--- src/rtl/snd_cmd_pkg.sv ---
// snd_cmd_pkg: shared constants and types for the sound command host.
// Port offsets and sender FSM states.
package snd_cmd_pkg;

  localparam logic [3:0] PORT_CMD    = 4'h0;
  localparam logic [3:0] PORT_REPLY  = 4'h8;
  localparam logic [3:0] PORT_STATUS = 4'hA;

  typedef enum logic [1:0] {
    IDLE,
    SEND,
    HOLD
  } snd_tx_state_t;

endpackage

--- src/rtl/snd_cmd_fifo.sv ---
// snd_cmd_fifo: small synchronous command queue, register array.
// Push while full is accepted only when a pop happens the same cycle.
module snd_cmd_fifo #(
  parameter int DEPTH = 4,
  parameter int W     = 8
) (
  input  logic         clk_i,
  input  logic         rst_ni,
  input  logic         push_i,
  input  logic [W-1:0] data_i,
  input  logic         pop_i,
  output logic [W-1:0] head_o,
  output logic         full_o,
  output logic         empty_o,
  output logic [4:0]   cnt_o
);

  localparam int AW = (DEPTH > 1) ? $clog2(DEPTH) : 1;

  logic [W-1:0]  mem_q [DEPTH];
  logic [AW-1:0] wp_q, rp_q;
  logic [4:0]    cnt_q;
  logic          do_push, do_pop;

  assign empty_o = (cnt_q == 5'd0);
  assign full_o  = (cnt_q == 5'(DEPTH));
  assign cnt_o   = cnt_q;
  assign head_o  = mem_q[rp_q];

  assign do_pop  = pop_i && !empty_o;
  assign do_push = push_i && (!full_o || do_pop);

  always_ff @(posedge clk_i or negedge rst_ni) begin
    if (!rst_ni) begin
      for (int i = 0; i < DEPTH; i++) mem_q[i] <= '0;
      wp_q  <= '0;
      rp_q  <= '0;
      cnt_q <= '0;
    end else begin
      if (do_push) begin
        mem_q[wp_q] <= data_i;
        wp_q        <= wp_q + 1'b1;
      end
      if (do_pop) rp_q <= rp_q + 1'b1;
      if (do_push && !do_pop) cnt_q <= cnt_q + 5'd1;
      else if (do_pop && !do_push) cnt_q <= cnt_q - 5'd1;
    end
  end

endmodule

--- src/rtl/snd_cmd_host.sv ---
// snd_cmd_host: main-CPU endpoint of the sound command/reply latches.
// Paced command queue toward the sound board, reply capture with IRQ.
module snd_cmd_host
  import snd_cmd_pkg::*;
#(
  parameter int FIFO_DEPTH  = 4,
  parameter int PACE_CYCLES = 256
) (
  input  logic        clk_sys,
  input  logic        reset_n,
  input  logic        paused,
  input  logic        io_sel,
  input  logic        io_wr,
  input  logic        io_rd,
  input  logic [3:0]  io_addr,
  input  logic [15:0] io_din,
  input  logic [1:0]  io_be,
  output logic [15:0] io_dout,
  output logic        irq_req,
  input  logic        irq_ack,
  output logic        latch_wr,
  output logic [7:0]  latch_din,
  output logic        latch_rd,
  input  logic [7:0]  latch_dout,
  input  logic        latch_rdy
);

  localparam int PW = $clog2(PACE_CYCLES + 1);
  localparam logic [PW-1:0] PACE_LOAD = PW'(PACE_CYCLES - 1);
  localparam logic [PW-1:0] PACE_EXIT = PW'(2);

  snd_tx_state_t state_q, state_d;
  logic [PW-1:0] pace_q, pace_d;

  logic       wr_cmd, rd_stb, rd_reply, rd_status;
  logic       pop, f_full, f_empty, ovf_set;
  logic [7:0] f_head;
  logic [4:0] f_cnt;

  logic       rdy_q, rdy2_q, cap;
  logic [7:0] reply_q, reply_d;
  logic       valid_q, valid_d;
  logic       irq_q, irq_d;
  logic       ovf_q, ovf_d;
  logic       unused;

  assign unused = ^{io_din[15:8], io_be[1]};

  assign wr_cmd    = io_sel && io_wr && io_be[0] && (io_addr == PORT_CMD);
  assign rd_stb    = io_sel && io_rd;
  assign rd_reply  = rd_stb && (io_addr == PORT_REPLY);
  assign rd_status = rd_stb && (io_addr == PORT_STATUS);

  snd_cmd_fifo #(
    .DEPTH(FIFO_DEPTH),
    .W    (8)
  ) u_fifo (
    .clk_i  (clk_sys),
    .rst_ni (reset_n),
    .push_i (wr_cmd),
    .data_i (io_din[7:0]),
    .pop_i  (pop),
    .head_o (f_head),
    .full_o (f_full),
    .empty_o(f_empty),
    .cnt_o  (f_cnt)
  );

  // SEND and the IDLE re-entry each take one cycle of the pacing window,
  // so HOLD leaves after PACE_CYCLES-2 unpaused cycles.
  always_comb begin
    state_d   = state_q;
    pace_d    = pace_q;
    pop       = 1'b0;
    latch_wr  = 1'b0;
    latch_din = 8'h00;
    unique case (state_q)
      IDLE: if (!f_empty) state_d = SEND;
      SEND: begin
        latch_wr  = 1'b1;
        latch_din = f_head;
        pop       = 1'b1;
        pace_d    = PACE_LOAD;
        state_d   = (PACE_CYCLES == 2) ? IDLE : HOLD;
      end
      HOLD: begin
        if (!paused) begin
          pace_d = pace_q - 1'b1;
          if (pace_q <= PACE_EXIT) state_d = IDLE;
        end
      end
      default: state_d = IDLE;
    endcase
  end

  assign ovf_set = wr_cmd && f_full && !pop;
  assign ovf_d   = ovf_set || (ovf_q && !rd_status);

  // Capture wins over a same-cycle clear.
  assign cap     = rdy_q && !rdy2_q;
  assign reply_d = cap ? latch_dout : reply_q;
  assign valid_d = cap || (valid_q && !rd_reply);
  assign irq_d   = cap || (irq_q && !rd_reply && !irq_ack);

  always_ff @(posedge clk_sys or negedge reset_n) begin
    if (!reset_n) begin
      state_q <= IDLE;
      pace_q  <= '0;
      ovf_q   <= 1'b0;
      rdy_q   <= 1'b0;
      rdy2_q  <= 1'b0;
      reply_q <= 8'h00;
      valid_q <= 1'b0;
      irq_q   <= 1'b0;
    end else begin
      state_q <= state_d;
      pace_q  <= pace_d;
      ovf_q   <= ovf_d;
      rdy_q   <= latch_rdy;
      rdy2_q  <= rdy_q;
      reply_q <= reply_d;
      valid_q <= valid_d;
      irq_q   <= irq_d;
    end
  end

  assign irq_req  = irq_q;
  assign latch_rd = rd_reply;

  always_comb begin
    io_dout = 16'hffff;
    unique case (1'b1)
      rd_reply:  io_dout = {8'hff, reply_q};
      rd_status: io_dout = {8'hff, ovf_q, 2'b00, f_cnt};
      default:   ;
    endcase
  end

endmodule

--- config.mk ---
export PLATFORM = sky130hd
export DESIGN_NAME = snd_cmd_host
export DESIGN_NICKNAME = d
export VERILOG_FILES = /design/src/rtl/snd_cmd_pkg.sv /design/src/rtl/snd_cmd_fifo.sv /design/src/rtl/snd_cmd_host.sv
export SDC_FILE = /design/constraint.sdc
export NUM_CORES = 1
export LEC_CHECK = 0
export ABC_AREA = 1
export CAP_MARGIN = 20
export CORE_MARGIN = 3
export CORE_UTILIZATION = 42
export CTS_BUF_LIST = sky130_fd_sc_hd__clkbuf_4
export CTS_CLUSTER_SIZE = 30
export DETAILED_ROUTE_END_ITERATION = 10
export PLACE_DENSITY = 0.64
export SLEW_MARGIN = 5
export SYNTH_ARGS = -nofsm -noshare
export SYNTH_HDL_FRONTEND = slang
export SYNTH_SLANG_ARGS = --single-unit
export TNS_END_PERCENT = 30
--- constraint.sdc ---
create_clock -name clk_sys -period 2.8 [get_ports clk_sys]
set_input_delay 0.42 -clock clk_sys [delete_from_list [all_inputs] [get_ports clk_sys]]
set_output_delay 0.42 -clock clk_sys [all_outputs]
set_load 0.01 [all_outputs]
Word level (Yosys, flattened, before mapping)
Index checks and enable logic that the tools add are counted.
W data, S select, Z words.
{"block": "totals", "regBits": 64, "input_bits": 38, "output_inout_bits": 27, "wordCells": 86}
{"block": "op_classes", "add_sub_neg": 5, "magnitude_cmp": 4, "n_eq_ne": 8, "muxes": 17, "bitwise_logic": 2, "reduce_logical": 36}
{"op": "$bwmux W32", "count": 1}
{"op": "$mux W8", "count": 4}
{"op": "$pmux W9 S2", "count": 1}
{"op": "$logic_and A1 B1 Y1", "count": 17}
{"op": "$bmux W8 S2", "count": 1}
{"op": "$demux W8 S2", "count": 1}
{"op": "$pmux W8 S2", "count": 1}
{"op": "$mux W5", "count": 2}
{"op": "$le A9 B2 Y1 const B", "count": 1}
{"op": "$logic_not A1 Y1", "count": 9}
{"op": "$mux W9", "count": 1}
{"op": "$sub A9 B1 Y9 const B", "count": 1}
{"op": "$eq A4 B4 Y1 const B", "count": 2}
{"op": "$ge A3 B3 Y1 const B", "count": 2}
{"op": "$mux W2", "count": 3}
{"op": "$ne A2 B2 Y1 const B", "count": 3}
{"op": "$not A2 Y3", "count": 2}
{"op": "$pmux W2 S3", "count": 1}
{"op": "$add A5 B1 Y5 const B", "count": 1}
{"op": "$eq A5 B3 Y1 const B", "count": 1}
{"op": "$logic_not A5 Y1", "count": 1}
{"op": "$sub A5 B1 Y5 const B", "count": 1}
{"op": "$add A2 B1 Y2 const B", "count": 2}
{"op": "$logic_not A4 Y1", "count": 1}
{"op": "9 further kinds", "count": 12}

Longest topological paths before layout
Gate-level depths: netlist (run 1).
{"block": "depth", "depth_word": 9, "ltp_mapped": 14, "mapped_depth_nobuf": 14}

Hierarchy
Synthesis (run 1) repeated with hierarchy kept, for this count alone.
{"block": "unflattened", "cells_unflattened": 444, "hier_area_um2": 3607.2}
{"mod": "snd_cmd_fifo", "n_inst": 1, "cells_each": 258, "area_each_um2": 2173.3, "seq_area_each_um2": 1026.0}
{"mod": "snd_cmd_host", "n_inst": 1, "cells_each": 186, "area_each_um2": 1433.9, "seq_area_each_um2": 575.6}

Worst setup path before layout (run 1)
OpenSTA, ideal clock, no wires.
{"block": "synth_timing", "kind": "input -> register", "from": "input port io_addr[3]", "to": "register u_fifo.cnt_q[4] (netlist: u_fifo.cnt_o[4])", "arrival_ps": 2019, "slack_ps": 665, "cell_stages": 13, "path_cell_list": "nor2_1 nand2_2 nor2_8 nand2_1 inv_1 ha_1 inv_1 fa_1 nand3_1 nand2_1 xor2_1 nand2_1 nand2_1"}
{"block": "synth_via", "elab_chain_len": 6, "word_cells_on_any_way": 8, "cone_classes": "mux: 1; reduce/logical: 7"}
{"element": "start, declared", "line_no": "snd_cmd_host.sv:15", "text": "input logic [3:0] io_addr,"}
{"element": "$logic_not A4 Y1 (*)", "line_no": "snd_cmd_host.sv:49", "text": "assign wr_cmd = io_sel && io_wr && io_be[0] && (io_addr == PORT_CMD);"}
{"element": "$logic_and A1 B1 Y1 (*)", "line_no": "snd_cmd_host.sv:49"}
{"element": "$logic_and A1 B1 Y1 (*)", "line_no": "snd_cmd_fifo.sv:31", "text": "assign do_push = push_i && (!full_o || do_pop);"}
{"element": "via u_fifo.do_push", "line_no": "snd_cmd_fifo.sv:23", "text": "logic do_push, do_pop;"}
{"element": "$logic_not A1 Y1", "line_no": "snd_cmd_fifo.sv:46", "text": "else if (do_pop && !do_push) cnt_q <= cnt_q - 5'd1;"}
{"element": "$logic_and A1 B1 Y1", "line_no": "snd_cmd_fifo.sv:46"}
{"element": "$reduce_bool A2 Y1 (no line)"}
{"element": "end signal, assigned", "line_no": "snd_cmd_fifo.sv:45", "text": "if (do_push && !do_pop) cnt_q <= cnt_q + 5'd1;"}
{"element": "end signal, assigned", "line_no": "snd_cmd_fifo.sv:46"}
{"element": "end, declared", "line_no": "snd_cmd_fifo.sv:22", "text": "logic [4:0] cnt_q;"}
The timed path passes the listed nets; every way through them passes the cells marked *.
A chain may end at the register's enable or synchronous reset.

Worst setup path in the final report (run 1)
{"block": "layout_timing", "from": "input port io_addr[3]", "to": "output port io_dout[5]"}
{"block": "layout_via", "elab_chain_len": 3, "word_cells_on_any_way": 5, "cone_classes": "eq/ne: 2; mux: 1; reduce/logical: 2"}
{"element": "$eq A4 B4 Y1 (on tied branches)", "line_no": "snd_cmd_host.sv:52, snd_cmd_host.sv:51"}
{"element": "$logic_and A1 B1 Y1 (on tied branches)", "line_no": "snd_cmd_host.sv:52, snd_cmd_host.sv:51"}
{"element": "$pmux W8 S2 (*)", "line_no": "snd_cmd_host.sv:132", "text": "unique case (1'b1)"}
{"element": "end, declared", "line_no": "snd_cmd_host.sv:18", "text": "output logic [15:0] io_dout,"}
Mark *: on every way between the ends. The rest lies on a longest branch, timed or not.

==> impl_metrics.ini, run 1 <==
[finish]
multi_input_area_um2 = 1550
drive_gt1_share_pct = 13.5
diodes = 0
final_area_um2 = 4120
seq_area_um2 = 1600
final.fill_count = 766
fin_cells = 560
fin_nets = 502
syn_to_final_growth_pct = 19.6

[synth]
yosysUniqueCellTypes = 32
syn_avg_cell_area_um2 = 8.60
synthCells = 400
yosysWarnings = 0
syn_area_um2 = 3440
yosysSeqAreaShare_pct = 46.6
ys_ff_latch = 64

[drt]
finalWirelength_mm = 7.21
routed_via_density = 4.84
first_pass_iters = 4
wl_per_cell_um = 12.9
drt-initial-drc-count = 135
vias = 2712
drc = 0
drtAntennaViolNets = 0

[die]
die_area_um2 = 9310
io_pins = 65
fp-row-count = 32
start_util_pct = 43.8
die_h_um = 96.5
fp.coreArea_um2 = 7850
fp.dieW_um = 96.5

[clocking]
htreeDepth = 3
insertion_delay_ns = 0.43
tritoncts = yes
ctsLongestPathBuffers = 2
path_clk_slew_ns = 0.10
cts_setup_buffers = 0
ctsRootBufferMaster = clkbuf_4
clock_sinks = 64
cts_buffers = 9

[critical_path]
crit_arrival_ns = 2.21
cp.required_ns = 2.38
endpoint_kind = output port
startpoint_type = input pin
crit_fanout = 8
r2r_setup_slack_ns = 0.45
crit_type = in2out

[timing]
worst_slack_ns = 0.171
timing.fmax_ghz = 0.380
whs_ns = 0.389
post-route-period-util_pct = 93.9
hold_viol = 0
setup-violations-final = 0
maxSlewViolCount = 0
finClkSkew_ns = 0.0177
period_needed_ns = 2.63
rsz0062_at_grt = yes

[pwr]
p_total_mw = 3.09
ir_worst_vdd_v = 0.000374
power_density_nw_per_um2 = 752
p_leak_nw = 1.92

[place]
dp_cells = 543
hpwlAfterDp_mm = 5.05
pre_cts_slack_ns = 0.150
numPortBuffers = 47
gp_congestion = 0.812
place_area_um2 = 3960

[global_route]
grt_pass1_vias = 2594
grt.total_usage_pct = 16.7
grt_start_max_net_pins = 32
grt_overflow = 0
grt_pass1_wl_mm = 12.0
antenna_found_initial = 0

[run]
drv_cap = 0

[worst_hold_path]
min_path_type = reg2reg

[run_status]
status = complete, no violations
## cell usage in the layout (no fill, tap or decap), drive strengths merged
master / Yosys / layout
nor2: 56 / 56
xor2: 3 / 3
buf: 16 / 6
nor3: 1 / 1
o21ai: 58 / 58
nand2: 83 / 83
mux2: 8 / 8
nand4: 5 / 5
xnor2: 2 / 2
dlygate4sd3: 0 / 1
clkbuf: 2 / 9
conb: 1 / 8
o22ai: 6 / 6
clkdlybuf4s50: 0 / 46
a31oi: 1 / 1
inv: 47 / 47
ha: 10 / 10
bufinv: 0 / 1
clkinv: 0 / 4
dfrtp: 64 / 64
a22oi: 1 / 1
a21oi: 13 / 13
clkinvlp: 0 / 2
nand3: 22 / 22
fa: 1 / 1
## routing by layer
metal,up-vias,global-route usage (%),share of wire [%]
li1,1385,-,-
met1,1277,23.0,48
met2,40,26.3,48
met3,10,2.56,3.2
met4,0,6.78,1.3
met5,-,0,0
## registers in the layout (all words and copies together), names as in the netlist
name and cells:
irq_req 1, u_fifo.cnt_o 5, state_q 2, rdy_q 1, u_fifo.mem_q 32, pace_q 9, ovf_q 1, reply_q 8
u_fifo.rp_q 2, rdy2_q 1, u_fifo.wp_q 2
## kinds of logic (layout without fill, tap and decap cells)
kind of cell / count (synthesis) / in the layout / share of synthesized area [%]
and+or+nand+nor: 167 / 167 / 22.6
AOI/OAI and AO/OA: 79 / 79 / 13.6
buffers and inverters: 65 / 116 / 9.06
DFF: 64 / 64 / 46.6
adders and majority gates: 11 / 11 / 4.22
muxes: 8 / 8 / 2.62
xor gates and xnor gates: 5 / 5 / 1.27
other: 1 / 8 / 0.109
## final cells by class
cell class / instances / share of cell area, %
multi-input cells: 278 / 37.7
inverters: 47 / 4.35
clock inverters: 7 / 1.76
repair buffers: 53 / 12.5
clock buffers: 9 / 1.64
flip-flops and latches: 64 / 38.9
well taps: 102 / 3.10
## report_power, final
group | internal (mW) | switching [mW] | leakage [nW] | total, mW
sequential | 1.10 | 0.210 | 0.810 | 1.31
clock | 0.271 | 0.361 | 0.0719 | 0.632
combinational | 0.472 | 0.679 | 1.04 | 1.15
total | 1.84 | 1.25 | 1.92 | 3.09
## worst max-delay path, stage by stage
cell	delay, ns
clkdlybuf4s50_1	0.48
inv_1	0.04
nor2_1	0.16
nand3_1	0.28
inv_1	0.18
nand2_1	0.06
nand2_1	0.05
clkdlybuf4s50_1	0.53
## path summary, 6_finish.rpt
check / startpoint / to / cells after the start
setup / recovery: io_addr[3] / io_dout[5] / 8
hold / removal: rdy_q$_DFF_PN0_ / rdy2_q$_DFF_PN0_ / 0
setup reg to reg: u_fifo.cnt_o[1]$_DFFE_PN0P_ / u_fifo.cnt_o[4]$_DFFE_PN0P_ / 12
hold reg to reg: rdy_q$_DFF_PN0_ / rdy2_q$_DFF_PN0_ / 0
max in group asynchronous: reset_n / u_fifo.mem_q[28]$_DFFE_PN0P_ / 3
min in group asynchronous: reset_n / u_fifo.mem_q[19]$_DFFE_PN0P_ / 2
## what timing repair did
item | in CTS | in global routing
hold buffers | 1 | 0
hold endpoints to repair | 13 | 0
gates resized for setup | 0 | 2
setup endpoints to repair | 0 | 9
## cells in the mapped netlist, drive strengths merged
master	n	area (um2)
ha	10	125
fa	1	20.0
buf	16	128
conb	1	3.75
mux2	8	90.1
nor2	56	241
xnor2	2	17.5
xor2	3	26.3
a31oi	1	6.26
nand2	83	324
a21oi	13	65.1
nand4	5	46.3
clkbuf	2	7.51
nand3	22	160
dfrtp	64	1600
o21ai	58	350
inv	47	176
nor3	1	5.00
a22oi	1	7.51
o22ai	6	37.5
## through the flow
stage                     util (%)  setup TNS, ns
after detailed placement      50.5              0
after CTS                     52.4              0
after floorplan                  -              0
final                         52.4              0
after global routing          52.4       -0.00661
after global placement        50.5              0
No activity file was read; power rests on OpenSTA's default activity.
==> inputs of run 2 (changes only) <==
- CTS_BUF_LIST: sky130_fd_sc_hd__clkbuf_4 -> sky130_fd_sc_hd__clkbuf_8 sky130_fd_sc_hd__clkbuf_16
==> run 2 against run 1 <==
- final cell count stayed put
- largest power group unchanged
- total power is 4.9% higher
- clock power is 25% higher
- combinational power hardly changed
==> impl_metrics.ini, run 2 (synthesis results as in run 1) <==
[clocking]
cts_setup_buffers = 0
htreeDepth = 3
insertion_delay_ns = 0.35
cts_buffers = 9
ctsLongestPathBuffers = 2
clock_sinks = 64
path_clk_slew_ns = 0.07
ctsRootBufferMaster = clkbuf_8
tritoncts = yes

[critical_path]
crit_arrival_ns = 2.21
endpoint_kind = output port
crit_type = in2out
cpPeakStageDelay_ns = 0.53
cp.required_ns = 2.38
slowest_stage = clkdlybuf4s50_1
startpoint_type = input pin
crit_fanout = 8
path_cells = clkdlybuf4s50_1 -> inv_1 -> nor2_1 -> nand3_1 -> inv_1 -> nand2_1 -> nand2_1 -> clkdlybuf4s50_1

[place]
dp_cells = 543
pre_cts_slack_ns = 0.150
numPortBuffers = 47
gp_congestion = 0.812
hpwlAfterDp_mm = 5.05

[global_route]
antenna_found_initial = 0
grt_start_max_net_pins = 32
grt_overflow = 0
grt_pass1_vias = 2594
grt.total_usage_pct = 16.8
grt_pass1_wl_mm = 12.1

[timing]
tns_ns = 0
worst_slack_ns = 0.171
rsz0062_at_grt = yes
hold_viol = 0
whs_ns = 0.381
timing.fmax_ghz = 0.380
relSlewSlack_pct = 54.6
maxSlewViolCount = 0
post-route-period-util_pct = 93.9
worst_pin_slew_ns = 0.681
setup-violations-final = 0
period_needed_ns = 2.63
finClkSkew_ns = 0.00917

[pwr]
ir_worst_vdd_v = 0.000341
power_density_nw_per_um2 = 778
power.share.sequential_pct = 40.3
power.share.clock_pct = 24.2
p_sw_mw = 1.26
combPwrFrac_pct = 35.4
p_leak_nw = 1.95
intPower_mw = 1.98
switching_share_pct = 38.9

[drt]
drt-initial-drc-count = 146
finalWirelength_mm = 7.15
drtAntennaViolNets = 0
vias = 2683
wl_per_cell_um = 12.8
routed_via_density = 4.79
drc = 0
first_pass_iters = 4

[finish]
drive_gt1_share_pct = 13.3
fin_nets = 502
top_register = u_fifo.mem_q
largest_reg_flops = 32
diodes = 0
final_common_cell = nand2_1
fin_cells = 560
final_cell_mix = nand2_1 (80), dfrtp_1 (64), nor2_1 (51)
largestRegisters = u_fifo.mem_q: 32 flops, pace_q: 9 flops, reply_q: 8 flops
final.fill_count = 763
syn_to_final_growth_pct = 21.2

[die]
fp.coreArea_um2 = 7850
die_h_um = 96.5
io_pins = 65
fp-row-count = 32
fp.dieW_um = 96.5
die_area_um2 = 9310
start_util_pct = 43.8

[run]
drv_cap = 0

[run_status]
status = complete, no violations

[worst_hold_path]
min_path_type = reg2reg
run 2: final timing paths:
kind	start	end	slack (ns)	cells after the start
setup / recovery	io_addr[3]	io_dout[5]	0.17	8
hold / removal	rdy_q$_DFF_PN0_	rdy2_q$_DFF_PN0_	0.38	0
setup reg to reg	u_fifo.cnt_o[1]$_DFFE_PN0P_	u_fifo.cnt_o[4]$_DFFE_PN0P_	0.46	12
hold reg to reg	rdy_q$_DFF_PN0_	rdy2_q$_DFF_PN0_	0.38	0
max in group asynchronous	reset_n	u_fifo.mem_q[28]$_DFFE_PN0P_	1.58	3
min in group asynchronous	reset_n	u_fifo.mem_q[3]$_DFFE_PN0P_	0.51	2
run 2: final cells by class:
class	count	area (um2)	share of cell area, %
well taps	102	128	3.06
clock buffers	9	124	2.97
inverters	47	179	4.29
repair buffers	53	513	12.3
flip-flops and latches	64	1600	38.4
multi-input cells	278	1550	37.2
clock inverters	7	72.6	1.74
run 2: critical path, delay by kind of cell:
family | cells | cell delay, ns
buffers and inverters | 4 | 1.23
AND/OR/NAND/NOR | 4 | 0.55
run 2: stage by stage:
step                      instance area, um2  total power, mW  utilization [%]
after floorplan                         3470             2.12                -
after global placement                  3960             2.44             50.5
after detailed placement                3960             2.48             50.5
after CTS                               4170             3.27             53.1
after global routing                    4170             3.51             53.1
final                                   4170             3.25             53.1
run 2: timing repair:
action | CTS | global route
hold endpoints to repair | 13 | 0
resized for setup | 0 | 1
setup endpoints to repair | 0 | 3
hold buffers | 1 | 0
run 2: power groups by stage:
stage | Combinational, mW | Clock [mW] | Sequential (mW)
2_1_floorplan | 0.880 | 0 | 1.24
3_3_place_gp | 1.12 | 0 | 1.32
3_5_place_dp | 1.16 | 0 | 1.33
4_1_cts | 1.16 | 0.804 | 1.31
5_1_grt | 1.32 | 0.849 | 1.35
6_report | 1.15 | 0.787 | 1.31
run 2: per-layer routing:
| layer | part of all wire (%) | vias up | global-route usage [%] |
|---|---|---|---|
| li1 | - | 1380 | - |
| met1 | 48 | 1252 | 23.0 |
| met2 | 48 | 43 | 26.4 |
| met3 | 3.1 | 8 | 3.49 |
| met4 | 1.4 | 0 | 5.72 |
| met5 | 0 | - | 0 |
==> inputs of run 3 (changes only) <==
- PLACE_DENSITY: 0.64 -> 0.69
- clock period: 2.8 -> 2.4 ns (I/O delays scaled with it)
==> run 3 against run 2 <==
- sequential power rose by 15%
- via count is 2.2% higher
- largest power group unchanged
- routed wire length grew 1.9%
- sequential cell count stayed put
- worst setup slack got worse by 0.023 ns
- highest routed layer unchanged
- critical path depth shrank 2
- sequential share of layout area down 0.97 points
- largest cell class unchanged
==> impl_metrics.ini, run 3 (synthesis results as in run 1) <==
[timing]
period_needed_ns = 2.25
rsz0062_at_grt = no
post-route-period-util_pct = 93.8
relSlewSlack_pct = 57.9
finClkSkew_ns = 0.00858
setup-violations-final = 0
timing.fmax_ghz = 0.444
worst_slack_ns = 0.149
whs_ns = 0.0404
hold_viol = 0
maxSlewViolCount = 0
worst_pin_slew_ns = 0.631

[drt]
finalWirelength_mm = 7.28
drt-initial-drc-count = 125
wl_per_cell_um = 12.8
routed_via_density = 4.81
vias = 2743
drc = 0
drtAntennaViolNets = 0
first_pass_iters = 4

[critical_path]
r2r_end = u_fifo.cnt_o[4]$_DFFE_PN0P_
worstReg2RegStart = u_fifo.cnt_o[1]$_DFFE_PN0P_
cpPeakStageDelay_ns = 0.58
endpoint_kind = output port
r2r_setup_slack_ns = 0.22
slowest_stage = clkdlybuf4s50_1
path_cells = buf_4 -> nor2_1 -> nor2_1 -> o21ai_0 -> a21oi_1 -> clkdlybuf4s50_1
path_delay_family = buffers and inverters
crit_type = reg2out
cp.required_ns = 2.04
crit_arrival_ns = 1.89
rr_worst_depth = 11
crit_fanout = 8
startpoint_type = flip-flop
path_common_cell = nor2_1
crit_buf_inv = 2

[pwr]
power_density_nw_per_um2 = 895
ir_worst_vdd_v = 0.000378
p_leak_nw = 2.02

[finish]
fin_nets = 512
final_common_cell = nand2_1
largest_reg_flops = 32
final_cell_mix = nand2_1 (80), dfrtp_1 (63), nor2_1 (50)
drive_gt1_share_pct = 15.6
top_register = u_fifo.mem_q
diodes = 0
largestRegisters = u_fifo.mem_q: 32 flops, pace_q: 9 flops, reply_q: 8 flops
final.fill_count = 749
syn_to_final_growth_pct = 24.5
final_area_um2 = 4280

[run_status]
status = complete, no violations

[global_route]
grt.total_usage_pct = 17.9
grt_pass1_wl_mm = 12.8
antenna_found_initial = 0
grt_overflow = 0
grt_start_max_net_pins = 30
grt_pass1_vias = 2778

[place]
gp_congestion = 0.796
place_area_um2 = 4060
hpwlAfterDp_mm = 5.32
pre_cts_slack_ns = -0.148
numPortBuffers = 47

[die]
fp.coreArea_um2 = 7850
start_util_pct = 43.8
die_h_um = 96.5
io_pins = 65
die_area_um2 = 9310
fp-row-count = 32
fp.dieW_um = 96.5

[clocking]
path_clk_slew_ns = 0.07
tritoncts = yes
ctsRootBufferMaster = clkbuf_8
htreeDepth = 3
cts_buffers = 9
clock_sinks = 64
ctsLongestPathBuffers = 2
insertion_delay_ns = 0.34
holdBufCountCts = 0

[worst_hold_path]
min_path_type = in2async

[run]
drv_cap = 0
run 3: through the flow:
stage | setup TNS (ns) | util [%] | cells | power [mW]
final | 0 | 54.6 | 570 | 3.83
after global routing | 0 | 54.6 | 570 | 4.16
after CTS | 0 | 54.2 | 570 | 3.87
after detailed placement | -0.323 | 51.7 | 554 | 2.94
after global placement | -0.138 | 51.7 | 554 | 2.88
after floorplan | 0 | - | 407 | 2.47
run 3: layout make-up:
| type | instances | area (um2) | share of cell area [%] |
|---|---|---|---|
| Sequential cell | 64 | 1600 | 37.4 |
| Multi-Input combinational cell | 278 | 1560 | 36.3 |
| Timing Repair Buffer | 63 | 621 | 14.5 |
| Inverter | 47 | 178 | 4.15 |
| Clock buffer | 10 | 138 | 3.21 |
| Tap cell | 102 | 128 | 2.98 |
| Clock inverter | 6 | 60.1 | 1.40 |
run 3: per-layer routing:
metal	up-vias	wire length (um)	part of all wire (%)	track usage, %
met4	0	70	0.96	5.14
met5	-	0	0	0
met2	48	3760	52	30.3
li1	1403	-	-	-
met1	1284	3170	43	22.2
met3	8	283	3.9	5.19
run 3: timing repair:
action,4_1_cts,5_1_grt
setup buffers,0,0
endpoints found under the setup margin,0,15
resized for setup,0,12
run 3: worst register-to-register path, delay by kind of cell (launching register included):
family	cells	cell delay (ns)
buffers and inverters	1	0.10
flip-flops	1	0.46
AND/OR/NAND/NOR	7	0.79
adder cells (fa/ha/maj)	2	0.59
XOR/XNOR	1	0.14
run 3: worst max-delay path by stage:
| stage | start | to | slack [ns] | depth (start not counted) |
|---|---|---|---|---|
| 2_1_floorplan | u_fifo.cnt_o[1]$_DFFE_PN0P_ | u_fifo.cnt_o[4]$_DFFE_PN0P_ | 0.29 | 12 |
| 3_3_place_gp | io_sel | u_fifo.cnt_o[4]$_DFFE_PN0P_ | -0.08 | 15 |
| 3_5_place_dp | io_addr[0] | u_fifo.cnt_o[4]$_DFFE_PN0P_ | -0.15 | 14 |
| 4_1_cts | io_addr[3] | io_dout[5] | 0.007 | 9 |
| 5_1_grt | u_fifo.rp_q[0]$_DFFE_PN0P_ | latch_din[6] | 0.001 | 6 |
| 6_report | u_fifo.rp_q[0]$_DFFE_PN0P_ | latch_din[4] | 0.15 | 6 |
run 3: power breakdown:
group	total [mW]	switching, mW	internal, mW
Clock	0.923	0.421	0.502
Combinational	1.42	0.834	0.581
Sequential	1.50	0.209	1.29
